**src/rtl/rand_range_picker_if.sv**
```systemverilog
// Handshake bundle for rand_range_picker: request/ack from the consumer,
// byte feed from the upstream LFSR, and the ranged result.
interface rand_range_picker_if;
  logic       start;
  logic       ack;
  logic [7:0] rnd_in;
  logic       give_random;
  logic [7:0] value;
  logic       valid;
  logic       busy;
  logic       fallback_used;

  modport master (
    output start, ack, rnd_in,
    input  give_random, value, valid, busy, fallback_used
  );

  modport slave (
    input  start, ack, rnd_in,
    output give_random, value, valid, busy, fallback_used
  );
endinterface

```
**src/rtl/rand_range_picker.sv**
```systemverilog
// Rejection-sampling range picker with a wrapping fallback counter.
// Optional macro RAND_NO_REPEAT_EN rejects a repeat of the last value.
module rand_range_picker #(
  parameter int LIMIT     = 10,
  parameter int MAX_TRIES = 8
) (
  input  logic clock,
  input  logic reset,
  rand_range_picker_if.slave bus
);

  localparam int         W        = $clog2(LIMIT);
  localparam logic [7:0] MASK     = 8'((1 << W) - 1);
  localparam logic [8:0] LIM      = 9'(LIMIT);
  localparam logic [7:0] TOP      = 8'(LIMIT - 1);
  localparam logic [3:0] LAST_TRY = 4'(MAX_TRIES - 1);

  typedef enum logic [2:0] {
    IDLE, REQ, SAMPLE, CHECK, DONE
  } state_t;

  state_t     state, nxt;
  logic [7:0] sample;
  logic [3:0] tries;
  logic [7:0] fb_cnt;
  logic [7:0] value_q;
  logic       fb_used_q;
  logic       in_range;
  logic       repeat_hit;
  logic       accept;
  logic       last_try;
  logic       enter_done;
  logic       give_random;
  logic       valid;
  logic       busy;

`ifdef RAND_NO_REPEAT_EN
  logic [7:0] last;
  logic       has_last;
`endif

  always_ff @(posedge clock or negedge reset) begin
    if (!reset) state <= IDLE;
    else        state <= nxt;
  end

  always_comb begin
    in_range = {1'b0, sample} < LIM;
`ifdef RAND_NO_REPEAT_EN
    repeat_hit = has_last && (sample == last);
`else
    repeat_hit = 1'b0;
`endif
    accept      = in_range && !repeat_hit;
    last_try    = (tries == LAST_TRY);
    nxt         = state;
    give_random = 1'b0;
    valid       = 1'b0;
    busy        = 1'b1;
    enter_done  = 1'b0;
    unique case (state)
      IDLE: begin
        busy = 1'b0;
        if (bus.start) nxt = REQ;
      end
      REQ: begin
        give_random = 1'b1;
        nxt = SAMPLE;
      end
      SAMPLE: nxt = CHECK;
      CHECK: begin
        if (accept || last_try) begin
          nxt = DONE;
          enter_done = 1'b1;
        end else begin
          nxt = REQ;
        end
      end
      DONE: begin
        valid = 1'b1;
        if (bus.ack) nxt = IDLE;
      end
      default: nxt = IDLE;
    endcase
  end

  always_ff @(posedge clock or negedge reset) begin
    if (!reset) begin
      sample    <= '0;
      tries     <= '0;
      fb_cnt    <= '0;
      value_q   <= '0;
      fb_used_q <= 1'b0;
`ifdef RAND_NO_REPEAT_EN
      last      <= '0;
      has_last  <= 1'b0;
`endif
    end else begin
      if (state == SAMPLE)
        sample <= bus.rnd_in & MASK;
      if (state == CHECK && !accept && !last_try)
        tries <= tries + 4'd1;
      if (state == DONE && bus.ack)
        tries <= '0;
      if (enter_done) begin
        // Fallback path ignores the repeat filter by construction.
        value_q   <= accept ? sample : fb_cnt;
        fb_used_q <= !accept;
        fb_cnt    <= (fb_cnt == TOP) ? 8'd0 : fb_cnt + 8'd1;
`ifdef RAND_NO_REPEAT_EN
        last      <= accept ? sample : fb_cnt;
        has_last  <= 1'b1;
`endif
      end
    end
  end

  assign bus.give_random   = give_random;
  assign bus.valid         = valid;
  assign bus.busy          = busy;
  assign bus.value         = value_q;
  assign bus.fallback_used = fb_used_q;

endmodule

```
**src/flat_wrapper.sv**
```systemverilog
// flat-port wrapper written by rule: the top's interface ports become plain ports
module rand_range_picker_flat 
#(
  parameter int LIMIT     = 10,
  parameter int MAX_TRIES = 8
)
  (clock, reset, bus_start, bus_ack, bus_rnd_in, bus_give_random, bus_value, bus_valid, bus_busy, bus_fallback_used);
  rand_range_picker_if bus_i ();
  input  logic clock;
  input  logic reset;
  input wire logic [$bits(bus_i.start)-1:0] bus_start;
  input wire logic [$bits(bus_i.ack)-1:0] bus_ack;
  input wire logic [$bits(bus_i.rnd_in)-1:0] bus_rnd_in;
  output wire logic [$bits(bus_i.give_random)-1:0] bus_give_random;
  output wire logic [$bits(bus_i.value)-1:0] bus_value;
  output wire logic [$bits(bus_i.valid)-1:0] bus_valid;
  output wire logic [$bits(bus_i.busy)-1:0] bus_busy;
  output wire logic [$bits(bus_i.fallback_used)-1:0] bus_fallback_used;
  assign bus_i.start = bus_start;
  assign bus_i.ack = bus_ack;
  assign bus_i.rnd_in = bus_rnd_in;
  assign bus_give_random = bus_i.give_random;
  assign bus_value = bus_i.value;
  assign bus_valid = bus_i.valid;
  assign bus_busy = bus_i.busy;
  assign bus_fallback_used = bus_i.fallback_used;
  rand_range_picker #(.LIMIT(LIMIT), .MAX_TRIES(MAX_TRIES)) u_core (.clock(clock), .reset(reset), .bus(bus_i));
endmodule
```
**config.mk**
```make
export PLATFORM = sky130hd
export DESIGN_NAME = rand_range_picker_flat
export DESIGN_NICKNAME = d
export VERILOG_FILES = /design/src/rtl/rand_range_picker_if.sv /design/src/rtl/rand_range_picker.sv /design/src/flat_wrapper.sv
export SDC_FILE = /design/constraint.sdc
export NUM_CORES = 1
export LEC_CHECK = 0
export BUFFER_PORTS_ARGS = -buffer_cell sky130_fd_sc_hd__buf_2
export CAP_MARGIN = 20
export CORE_MARGIN = 2
export CORE_UTILIZATION = 25
export CTS_CLUSTER_DIAMETER = 30
export CTS_CLUSTER_SIZE = 12
export DETAILED_ROUTE_END_ITERATION = 10
export GPL_TIMING_DRIVEN = 0
export SYNTH_ARGS = -nofsm -noshare
export SYNTH_HDL_FRONTEND = slang
export SYNTH_SLANG_ARGS = --single-unit
```
**constraint.sdc**
```tcl
create_clock -name clock -period 4.3 [get_ports clock]
set_clock_uncertainty 0.1 [all_clocks]
set_input_delay 0.43 -clock clock [delete_from_list [all_inputs] [get_ports clock]]
set_output_delay 0.43 -clock clock [all_outputs]
set_load 0.02 [all_outputs]
```
==> run summary, run 1 <==
The run finished with clean final reports. The achievable frequency came out at 543.2 MHz. The reg-to-reg critical path endpoint is u_core.state[2].

The detailed router placed 958 vias in this run. The required time of the worst setup path is 3.77 ns. The mean instance size in the synthesized netlist came out at 10.86 sq um. The maximum buffer depth of the clock tree came out at 2. The count of hold buffers inserted by post-cts repair is 0. The count of antenna-violating nets left after detailed routing is 0. The worst setup path is launched from a flip-flop. The smallest setup slack after layout came out at 2.459 ns.

The count of inserted antenna diode cells came out at 0. In this run the worst setup path begins at u_core.state[0]. Traced cell by cell, the critical path runs through clkbuf_2, or3_1, buf_2. The count of pins over their slew limit is 0.

The initial antenna violation count is 0. The worst stage delay on the critical path is 0.36 ns. Counting both buffers and inverters, the worst setup path holds a total of 2. Global routing used 9.252% of the available tracks across all layers. The share of the clock period used by the worst path after layout came out at 42.81%.

The net count after synthesis is 140. The clock tree from TritonCTS is yes. The number of warning messages in the yosys log came out at 0. The share of the yosys chip area belonging to registers is 51.61%. The worst setup path is of the reg -> out kind.

The number of levels in the clock H-tree is 1. The leakage dissipation is 0.7466 nW. At the pin with the least slew margin, the transition time is 0.6205 ns. The largest fanout on the critical path is 8. The slowest stage of the critical path is the sky130_fd_sc_hd__dfrtp_1 cell.

The number of enable-type register cells in the synthesized netlist came out at 0. The final global-route overflow total is 0. The fraction of final layout cells sized beyond drive strength 1 came out at 25.68%. The final count of hold timing violations was 0. The number of primary I/O pins came out at 24.

In the final routed layout, each cell accounts on average for 11.13 microns. Counting the fill cells in the layout gives 537. The number of buffers created by CTS is 3. The number of flip-flops and latches in the synthesized netlist came out at 28. The clock insertion delay at the later pin of the skew report came out at 0.28 ns. The design draws 1.024 mW.

The power per cell area is 642.0 nW/um^2. The core region area came out at 5172 sq um. In the routed design, unresolved DRC markers number 0.

The synthesized-area fraction occupied by and/or/nand/nor cells came out at 19.35%. The post-CTS clock slew at the launch and capture registers of the worst setup and hold paths is 0.09 ns. The area growth from synthesis to layout is 17.51%.

The first-pass GRT wire length is 4.388 mm. The synthesized cell area is 1358 sq um. The detailed-placement wirelength estimate came out at 1.807 mm.

The final design area excluding fillers is 1595 sq um. The net count of the finished layout is 164. The pre-CTS setup slack came out at 2.518 ns. The initialized floorplan defines 26 standard-cell rows. The number of global-route vias before repair is 965.

The distinct cell type count after synthesis is 34. The share of synthesized cell area in full adder, half adder and majority cells came out at 2.765%. The largest net degree at the start of global routing came out at 29. The post-synthesis instance total is 125.

The minimum clock period after layout is 1.841 ns. The area of the die is 6036 sq um. The count of cells resized by post-cts repair is 0. After clock tree synthesis, the setup repair step added 0 buffers. The first-pass detailed-route iteration total is 4. The number of setup violations in the final report came out at 0. The maximum resistive drop on vdd is 201.2 uV. Setup repair after global routing left no endpoint under its margin. The startpoint identified for the worst register-to-register timing path is u_core.tries[0]. The sink count of the clock tree came out at 28. The logic depth of the worst setup path including buffers came out at 3. Summing all placed instances gives a cell area of 1540 sq um. The main combinational cell family by area after synthesis is simple AND/OR/NAND/NOR gates.

The die height is 77.69 microns. In this run, the number of DRC markers left after iteration 0 of detailed routing was 39. The congestion estimate from routability-driven global placement came to 0.7835.

The number of cells on the worst reg-to-reg path is 6. The path type of the worst min-delay path is in -> async. The overall routed net length is 2.427 mm.

The mux contribution to synthesized area is 7.834%. The reg-to-reg setup timing slack is 2.52 ns. The clock root buffer is sky130_fd_sc_hd__clkbuf_8. The kind of cell adding the most delay to the critical path is flip-flops. Summing the areas of all compound-gate instances in the mapped netlist gives 10.14% of the synthesized area. The count of buffers added on input and output ports is 19.

In the final timing run, aggregate negative setup slack is 0 ns. The post-synthesis share of cell area spent on xor and xnor gates came out at 4.516%. The width of the die came out at 77.69 microns. The worst setup path is captured at an output port. The relative slew slack came out at 58.63%. Among all flip-flop cells after synthesis, the most frequent one is sky130_fd_sc_hd__dfrtp_1. The critical path ends at bus_busy.

In the routed layout, each cell is associated on average with a via count of 4.394. Data on the critical path arrives at its endpoint at 1.31 ns. For this run, asynchronously set or reset flops after synthesis account for 100.0%.

The effective utilization at floorplan is 26.25%. The max-cap violation count is 0.
-- synth_stat cells, drive strengths merged (2+ instances only) --
library cell | count | area share, %
xor2 | 3 | 1.9
nor3b | 2 | 1.1
inv | 5 | 1.4
o31ai | 2 | 1.1
buf | 3 | 2.0
nand2 | 17 | 4.7
o21ai | 13 | 5.6
dfrtp | 28 | 52
ha | 3 | 2.8
xnor2 | 4 | 2.6
nor2b | 2 | 0.92
nor4 | 3 | 2.3
nor3 | 4 | 2.7
mux2 | 5 | 4.1
nor2 | 10 | 2.8
mux2i | 5 | 3.7
nand3 | 4 | 1.5
-- how the worst min path moves through the flow --
| stage | cells past startpoint | end | start | slack, ns |
|---|---|---|---|---|
| after global routing | 1 | u_core.state[1] | reset | 0.10 |
| after global placement | 2 | u_core.bus.value[1] | u_core.bus.value[1] | 0.36 |
| after floorplan | 0 | u_core.bus.fallback_used | reset | 0.03 |
| after CTS | 1 | u_core.state[1] | reset | 0.08 |
| after detailed placement | 2 | u_core.bus.value[6] | u_core.bus.value[6] | 0.37 |
| final | 1 | u_core.fb_cnt[2] | reset | 0.05 |
-- layout by cell type (no fill, tap or decap) --
master                       n
sky130_fd_sc_hd__buf_2      20
sky130_fd_sc_hd__nor4_1      1
sky130_fd_sc_hd__nor3_4      1
sky130_fd_sc_hd__nand3b_1    1
sky130_fd_sc_hd__nor3_2      1
sky130_fd_sc_hd__inv_1       5
sky130_fd_sc_hd__buf_6       2
sky130_fd_sc_hd__o21ai_4     1
sky130_fd_sc_hd__xor2_1      3
sky130_fd_sc_hd__nor2b_1     2
sky130_fd_sc_hd__o21bai_4    1
sky130_fd_sc_hd__clkbuf_2    1
sky130_fd_sc_hd__a21o_1      1
sky130_fd_sc_hd__o21ai_0    12
sky130_fd_sc_hd__ha_1        3
sky130_fd_sc_hd__and2_1      1
sky130_fd_sc_hd__a21oi_1     1
sky130_fd_sc_hd__mux2i_1     5
sky130_fd_sc_hd__nor3b_1     2
sky130_fd_sc_hd__o31a_1      1
sky130_fd_sc_hd__nor3_1      2
sky130_fd_sc_hd__nor2_1     10
sky130_fd_sc_hd__o31ai_1     2
sky130_fd_sc_hd__nand4bb_1   1
sky130_fd_sc_hd__mux2_2      5
sky130_fd_sc_hd__nand3_1     4
sky130_fd_sc_hd__or3_1       1
sky130_fd_sc_hd__nand2_1    17
sky130_fd_sc_hd__nand2b_1    1
sky130_fd_sc_hd__dfrtp_1    28
sky130_fd_sc_hd__xnor2_1     4
sky130_fd_sc_hd__nor4_2      2
sky130_fd_sc_hd__and3b_1     1
sky130_fd_sc_hd__clkbuf_8    4
sky130_fd_sc_hd__a31oi_1     1
-- sequential cells by signal (all words and copies together) (netlist names) --
signal and flops:
u_core.fb_cnt 8, u_core.sample 4, u_core.tries 4, u_core.state 3, u_core.bus.value 8, u_core.bus.fallback_used 1
-- metrics by stage --
stage | std cells | hold WS (ns) | utilization, %
2_1_floorplan | 125 | 0.03441 | -
3_3_place_gp | 214 | 0.3583 | 29.78
3_5_place_dp | 214 | 0.3662 | 29.78
4_1_cts | 218 | 0.08263 | 30.84
5_1_grt | 218 | 0.1046 | 30.84
6_report | 218 | 0.05483 | 30.84
-- per-layer routing --
layer  up-vias  global-route usage (%)  part of all wire (%)
met2        14                   14.22                    46
li1        476                       -                     -
met4         0                   5.893                   3.0
met5         -                       0                     0
met3         5                   1.628                   3.5
met1       463                   11.94                    47
-- power by group --
group	internal, mW	leakage [nW]	switching, mW
combinational	0.188	0.357	0.225
clock	0.0821	0.0288	0.0816
sequential	0.352	0.361	0.0956
-- kinds of logic (layout without fill, tap and decap cells) --
logic type,Yosys count,after routing
AOI/OAI and AO/OA,20,20
DFF,28,28
muxes,10,10
adders and majority gates,3,3
buffers and inverters,9,32
and+or+nand+nor,48,48
xor gates and xnor gates,7,7
-- layout make-up --
cell class / count / area, sq um / share of cell area [%]
Sequential cell: 28 / 700.7 / 43.92
Multi-Input combinational cell: 88 / 605.6 / 37.96
Timing Repair Buffer: 19 / 95.09 / 5.961
Tap cell: 70 / 87.58 / 5.490
Clock buffer: 4 / 55.05 / 3.451
Buffer: 4 / 32.53 / 2.039
Inverter: 5 / 18.77 / 1.176
Note: power is estimated with default switching activity, not from simulation.
==> run 2, diff against run 1 <==
Clock period 4.3 ns to 1.8 ns, I/O delays scaled along.
==> run 2 against run 1 <==
Worst setup slack worse by 2.4 ns. Final area is 3.1% higher. Non-clock buffer count is 3 higher. Via count is 0.31% higher. Total power is 140% higher. Largest power group unchanged.
==> run summary, run 2 (synthesis gave the netlist of run 1 again) <==
The final count of hold timing violations was 0. The startpoint class of the critical path is a flip-flop. The area growth from synthesis to layout is 21.20%. The maximum buffer depth of the clock tree is 2.

Buffers added to address setup during post-CTS repair amount to 0. The number of nets in the finished design is 167. Global routing used 9.326% of the available tracks.

Before antenna repair, the detailed router went through 3 iterations. CTS built an H-tree with a depth of 1. The number of global-route vias before repair is 973. The smallest setup slack after layout came out at 0.09123 ns. The overall routed net length came out at 2.497 mm. The power per cell area came out at 1515 nW/um^2. The post-route netlist has 27.15% of its cells at a drive strength greater than 1.

Summing over every cut layer, the via total after detailed routing is 961. Dividing the detail-routed wire length by the instance count gives 11.30 microns. The library cells used most frequently in the layout, excluding fill and tap cells, are 28 x sky130_fd_sc_hd__dfrtp_1, 20 x sky130_fd_sc_hd__buf_2, 17 x sky130_fd_sc_hd__nand2_1.

The arrival time reported for the critical path endpoint is 1.77 ns. The largest net degree at the start of global routing came out at 29. The count of pins over their slew limit came out at 0.

The count of inserted antenna diode cells came out at 0. For this design, the sink count on the clock tree is 28. The number of clock buffers added by TritonCTS is 3. Across the whole layout, storage elements account for 700.7 sq um. The global placement routability congestion is 0.7835. The area used by multi-input combinational logic came out at 624.3 sq um.

The count of antenna-violating nets left after detailed routing came out at 0. In this run the tightest slew margin relative to its limit is 58.01%. In this run the worst path has a maximum fanout of 5. The violation count after the first detailed-route iteration is 36. The number of primary I/O pins came out at 24. The required time of the worst setup path is 1.87 ns. After clock tree synthesis, the clock-pin slew on the worst setup and hold paths is 0.09 ns.

The analysis attributes to cell leakage a power of 0.7654 nW. The worst setup path is captured at a flip-flop. The number of setup violations in the final report is 0.

The most common cell after layout, fill and taps aside is sky130_fd_sc_hd__dfrtp_1. The first-pass GRT wire length is 4.429 mm. The number of remaining DRC errors is 0. TritonCTS built the clock tree.

For this run, the top clock speed supported by timing is 585.2 MHz. The max-cap violation count came out at 0. Measured along the x axis, the die boundary spans 77.69 microns.

In this run the vertical extent of the chip is 77.69 microns. The area of the die is 6036 sq um. The share of the clock period used by the worst path after layout is 94.93%. The path type of the worst min-delay path is in -> reg.

Prior to clock tree synthesis, the placed netlist has a worst setup slack of 0.01792 ns. For the final routed database, the setup TNS stands at 0 ns. The core region is 5172 sq um. The floorplan has 26 rows. The clock root buffer is sky130_fd_sc_hd__clkbuf_8. Setup repair after global routing left no endpoint under its margin.

Clock latency on the worst-skew pair, taken at its later pin, is 0.28 ns. Global routing finished with a remaining overflow of 0. The maximum resistive drop on vdd is 467.1 uV. Once detailed placement completed, the half-perimeter wirelength came to 1.807 mm. The minimum clock period after layout came out at 1.709 ns. The pin slew with the least headroom to its limit came out at 0.6299 ns. The effective utilization at floorplan came out at 26.25%. The initial antenna violation count came out at 0.

The run finished with clean final reports. The fill cell instance count of the final layout came out at 534. The number of I/O port buffers is 19. The critical path is of the reg -> reg type.

After detailed routing, the number of vias per cell comes to 4.348.
## run 2: critical path, stage by stage, from the launching register on
cell,delay (ns)
sky130_fd_sc_hd__dfrtp_1,0.42
sky130_fd_sc_hd__ha_1,0.22
sky130_fd_sc_hd__and3b_1,0.25
sky130_fd_sc_hd__o21bai_4,0.19
sky130_fd_sc_hd__buf_2,0.22
sky130_fd_sc_hd__nor3_4,0.06
sky130_fd_sc_hd__xor2_1,0.14
## run 2: worst paths after layout
path	from	endpoint	slack, ns	depth (start not counted)
max	u_core.tries[0]	u_core.fb_cnt[5]	0.09	6
min reg2reg	u_core.bus.value[3]	u_core.bus.value[3]	0.38	2
max reg2reg	u_core.tries[0]	u_core.fb_cnt[5]	0.09	6
min	bus_rnd_in[3]	u_core.sample[3]	0.03	2
min in group asynchronous	reset	u_core.state[1]	0.35	2
max in group asynchronous	reset	u_core.bus.fallback_used	0.85	2
## run 2: power by group
| group | internal [mW] | total, mW | switching, mW |
|---|---|---|---|
| clock | 0.196 | 0.391 | 0.195 |
| sequential | 0.841 | 1.07 | 0.234 |
| combinational | 0.476 | 1.03 | 0.552 |
| total | 1.51 | 2.49 | 0.980 |
## run 2: through the flow
| step | instance area (sq um) | util, % | hold WS [ns] | std cells | power (mW) |
|---|---|---|---|---|---|
| final | 1645 | 31.81 | 0.02956 | 221 | 2.493 |
| after global routing | 1645 | 31.81 | 0.02691 | 221 | 2.723 |
| after CTS | 1618 | 31.28 | 0.02074 | 220 | 2.496 |
| after detailed placement | 1540 | 29.78 | 0.1454 | 214 | 2.089 |
| after global placement | 1540 | 29.78 | 0.1372 | 214 | 2.068 |
| after floorplan | 1358 | - | -0.2156 | 125 | 1.818 |
## run 2: timing repair
item                                    4_1_cts  5_1_grt
gates cloned                                  0        1
endpoints found under the setup margin        1       16
pin swaps                                     0        0
resized for setup                             1        4
endpoints found under the hold margin        29        0
hold buffers                                  2        0
## run 2: final cells by class
cell class	instances	area share (%)
Multi-Input combinational cell	88	37.95
Inverter	5	1.141
Sequential cell	28	42.59
Tap cell	70	5.323
Buffer	4	2.357
Timing Repair Buffer	22	7.300
Clock buffer	4	3.346
## run 2: metal layers
metal	part of all wire (%)	up-vias	track usage [%]
li1	-	482	-
met1	48	460	12.08
met3	3.4	5	1.628
met2	46	14	14.31
met4	2.9	0	5.893
met5	0	-	0
==> run 3, diff against run 2 <==
Settings changed: SETUP_SLACK_MARGIN set to 0.15.
==> run 3 against run 2 <==
Final cell count grew 4.1%. Flip-flop and latch count is the same. Worst hold slack is essentially flat. Utilization grew 2.6 points. Total power grew 10%. First-iteration DRC count grew 39%. Sequential share of layout area shrank 3.0 points. Critical path type unchanged. Critical path depth shrank 1. Highest routed layer unchanged. Fmax grew 6.7%. Via count grew 2.8%.
==> run summary, run 3 (synthesis gave the netlist of run 1 again) <==
The overall routed net length came out at 2.646 mm. The number of buffers created by CTS came out at 3. Together, buffers and inverters on the worst path number 0. The number of primary I/O pins is 24. The overall fraction of global-route tracks in use came out at 9.547%.

The fill cell instance count of the final layout came out at 526. The beginning of the critical path is u_core.tries[0]. On the critical path, the stage with the largest delay is an instance of sky130_fd_sc_hd__dfrtp_1.

The share of the core filled with cells in the final layout is 34.45%. The maximum resistive drop on vdd came out at 486.7 uV. The number of rows in the core area came out at 26. The power per cell area is 1546 nW/um^2. The clock drives 28 sinks. The kind of cell adding the most delay to the critical path is simple AND/OR/NAND/NOR gates. The number of setup violations in the final report is 0. Setup repair after global routing could not meet its margin everywhere. The design draws 2.754 mW. The number of antenna diodes in the final layout is 0.

The count of nets left with antenna violations once routing finished came out at 0. The relative slew slack is 58.89%. The initial antenna violation count is 0.

The global placement routability congestion is 0.7835. The wire length per cell came out at 11.50 microns. CTS built an H-tree with a depth of 1. The max-cap violation count came out at 0. The total overflow left after global routing is 0.

The smallest setup slack after layout is 0.1984 ns. Entering global routing, the biggest net connects 29 pins. The post-CTS clock slew at the launch and capture registers of the worst setup and hold paths came out at 0.09 ns. The area of placed instances came out at 1540 sq um. The arrival time reported for the critical path endpoint is 1.67 ns.

The floorplan step defined a die boundary enclosing 6036 sq um. The largest fanout on the critical path is 4. During placement, the flow inserted port buffers numbering 19.

The final count of hold timing violations is 0. The minimum clock period after layout is 1.602 ns. The number of remaining DRC errors came out at 0. Traced cell by cell, the critical path runs through ha_2, and3b_2, nor4_1, xnor2_1, nor2_1. The clock tree from TritonCTS is yes. The worst hold path begins at bus_rnd_in[3]. The violation count after the first detailed-route iteration came out at 50.

The nature of the critical path endpoint is a flip-flop. The number of global-route vias before repair is 1,011. In this run the critical register-to-register path is launched from u_core.tries[0]. The pre-CTS setup slack came out at 0.01792 ns.

The first-pass GRT wire length is 4.567 mm. The detailed-placement wirelength estimate came out at 1.807 mm. The required time of the worst setup path came out at 1.87 ns.

In the layout the commonest cells are 24 x sky130_fd_sc_hd__dfrtp_1, 18 x sky130_fd_sc_hd__buf_2, 17 x sky130_fd_sc_hd__nand2_1. The clock insertion delay at the later pin of the skew report came out at 0.28 ns. The first-pass detailed-route iteration total came out at 2. The flow ran to the end, and the final reports show no timing, DRC or antenna violations. The area growth from synthesis to layout is 31.24%. The count of pins over their slew limit came out at 0. Static timing analysis puts the maximum clock frequency at 624.4 MHz. The share of the clock period used by the worst path after layout is 88.98%. Leaving out fill and tap cells, the most frequent cell in the layout is sky130_fd_sc_hd__dfrtp_1. The core region area is 5172 sq um. The final design area excluding fillers is 1782 sq um. For the pin with the worst max-slew slack, the measured transition is 0.6167 ns. The leakage dissipation is 0.8275 nW. The worst setup path is launched from a flip-flop. The worst stage delay on the critical path is 0.40 ns. Clock tree synthesis selected as its root buffer the cell sky130_fd_sc_hd__clkbuf_8.

The width of the die is 77.69 microns. The detailed router placed 988 vias in this run. The average vias per placed instance is 4.296. The clock passes through at most 2 buffers. In the final layout, the share of cells above drive strength 1 is 37.50%.

The critical path is of the reg -> reg type. The tightest min-delay check is of the in -> reg type. The effective utilization at floorplan is 26.25%. The die height came out at 77.69 microns. The sum of negative setup slack is 0 ns. After the last flow step, the layout net total stands at 176.
==> run 3: path summary, 6_finish.rpt <==
path / cells past startpoint / slack [ns] / end
max: 5 / 0.20 / u_core.tries[3]
min: 2 / 0.03 / u_core.sample[3]
max reg2reg: 5 / 0.20 / u_core.tries[3]
min reg2reg: 2 / 0.38 / u_core.bus.value[6]
max in group asynchronous: 2 / 0.83 / u_core.state[2]
min in group asynchronous: 2 / 0.34 / u_core.fb_cnt[2]
==> run 3: cell type report <==
| type | count | area (sq um) | share of cell area (%) |
|---|---|---|---|
| Multi-Input combinational cell | 88 | 673.1 | 37.78 |
| Buffer | 4 | 48.80 | 2.739 |
| Tap cell | 70 | 87.58 | 4.916 |
| Clock buffer | 4 | 55.05 | 3.090 |
| Inverter | 5 | 18.77 | 1.053 |
| Timing Repair Buffer | 31 | 192.7 | 10.81 |
| Sequential cell | 28 | 705.7 | 39.61 |
==> run 3: per-stage QoR <==
step	std cells	hold WS [ns]
CTS	224	0.02077
detailed placement	214	0.1454
floorplan	125	-0.2156
finish	230	0.02988
global placement	214	0.1372
global route	230	0.02812
==> run 3: timing repair <==
| item | CTS | global route |
|---|---|---|
| buffers inserted | 3 | 6 |
| hold buffers | 2 | 0 |
| gates resized for setup | 5 | 22 |
| gates cloned | 1 | 0 |
| endpoints found under the hold margin | 29 | 0 |
| pin swaps | 1 | 6 |
| setup endpoints to repair | 23 | 23 |
==> run 3: power by group <==
part           switching (mW)  total, mW  internal [mW]
combinational           0.619       1.27          0.655
sequential              0.234       1.08          0.850
clock                   0.199      0.395          0.196
total                    1.05       2.75           1.70
==> run 3: routing by layer <==
metal	wire length (microns)	part of all wire (%)	up-vias	GRT usage, %
li1	-	-	498	-
met2	1254	47	14	15.00
met5	0	0	-	0
met1	1234	47	471	12.15
met3	84	3.2	5	1.628
met4	72	2.7	0	5.893
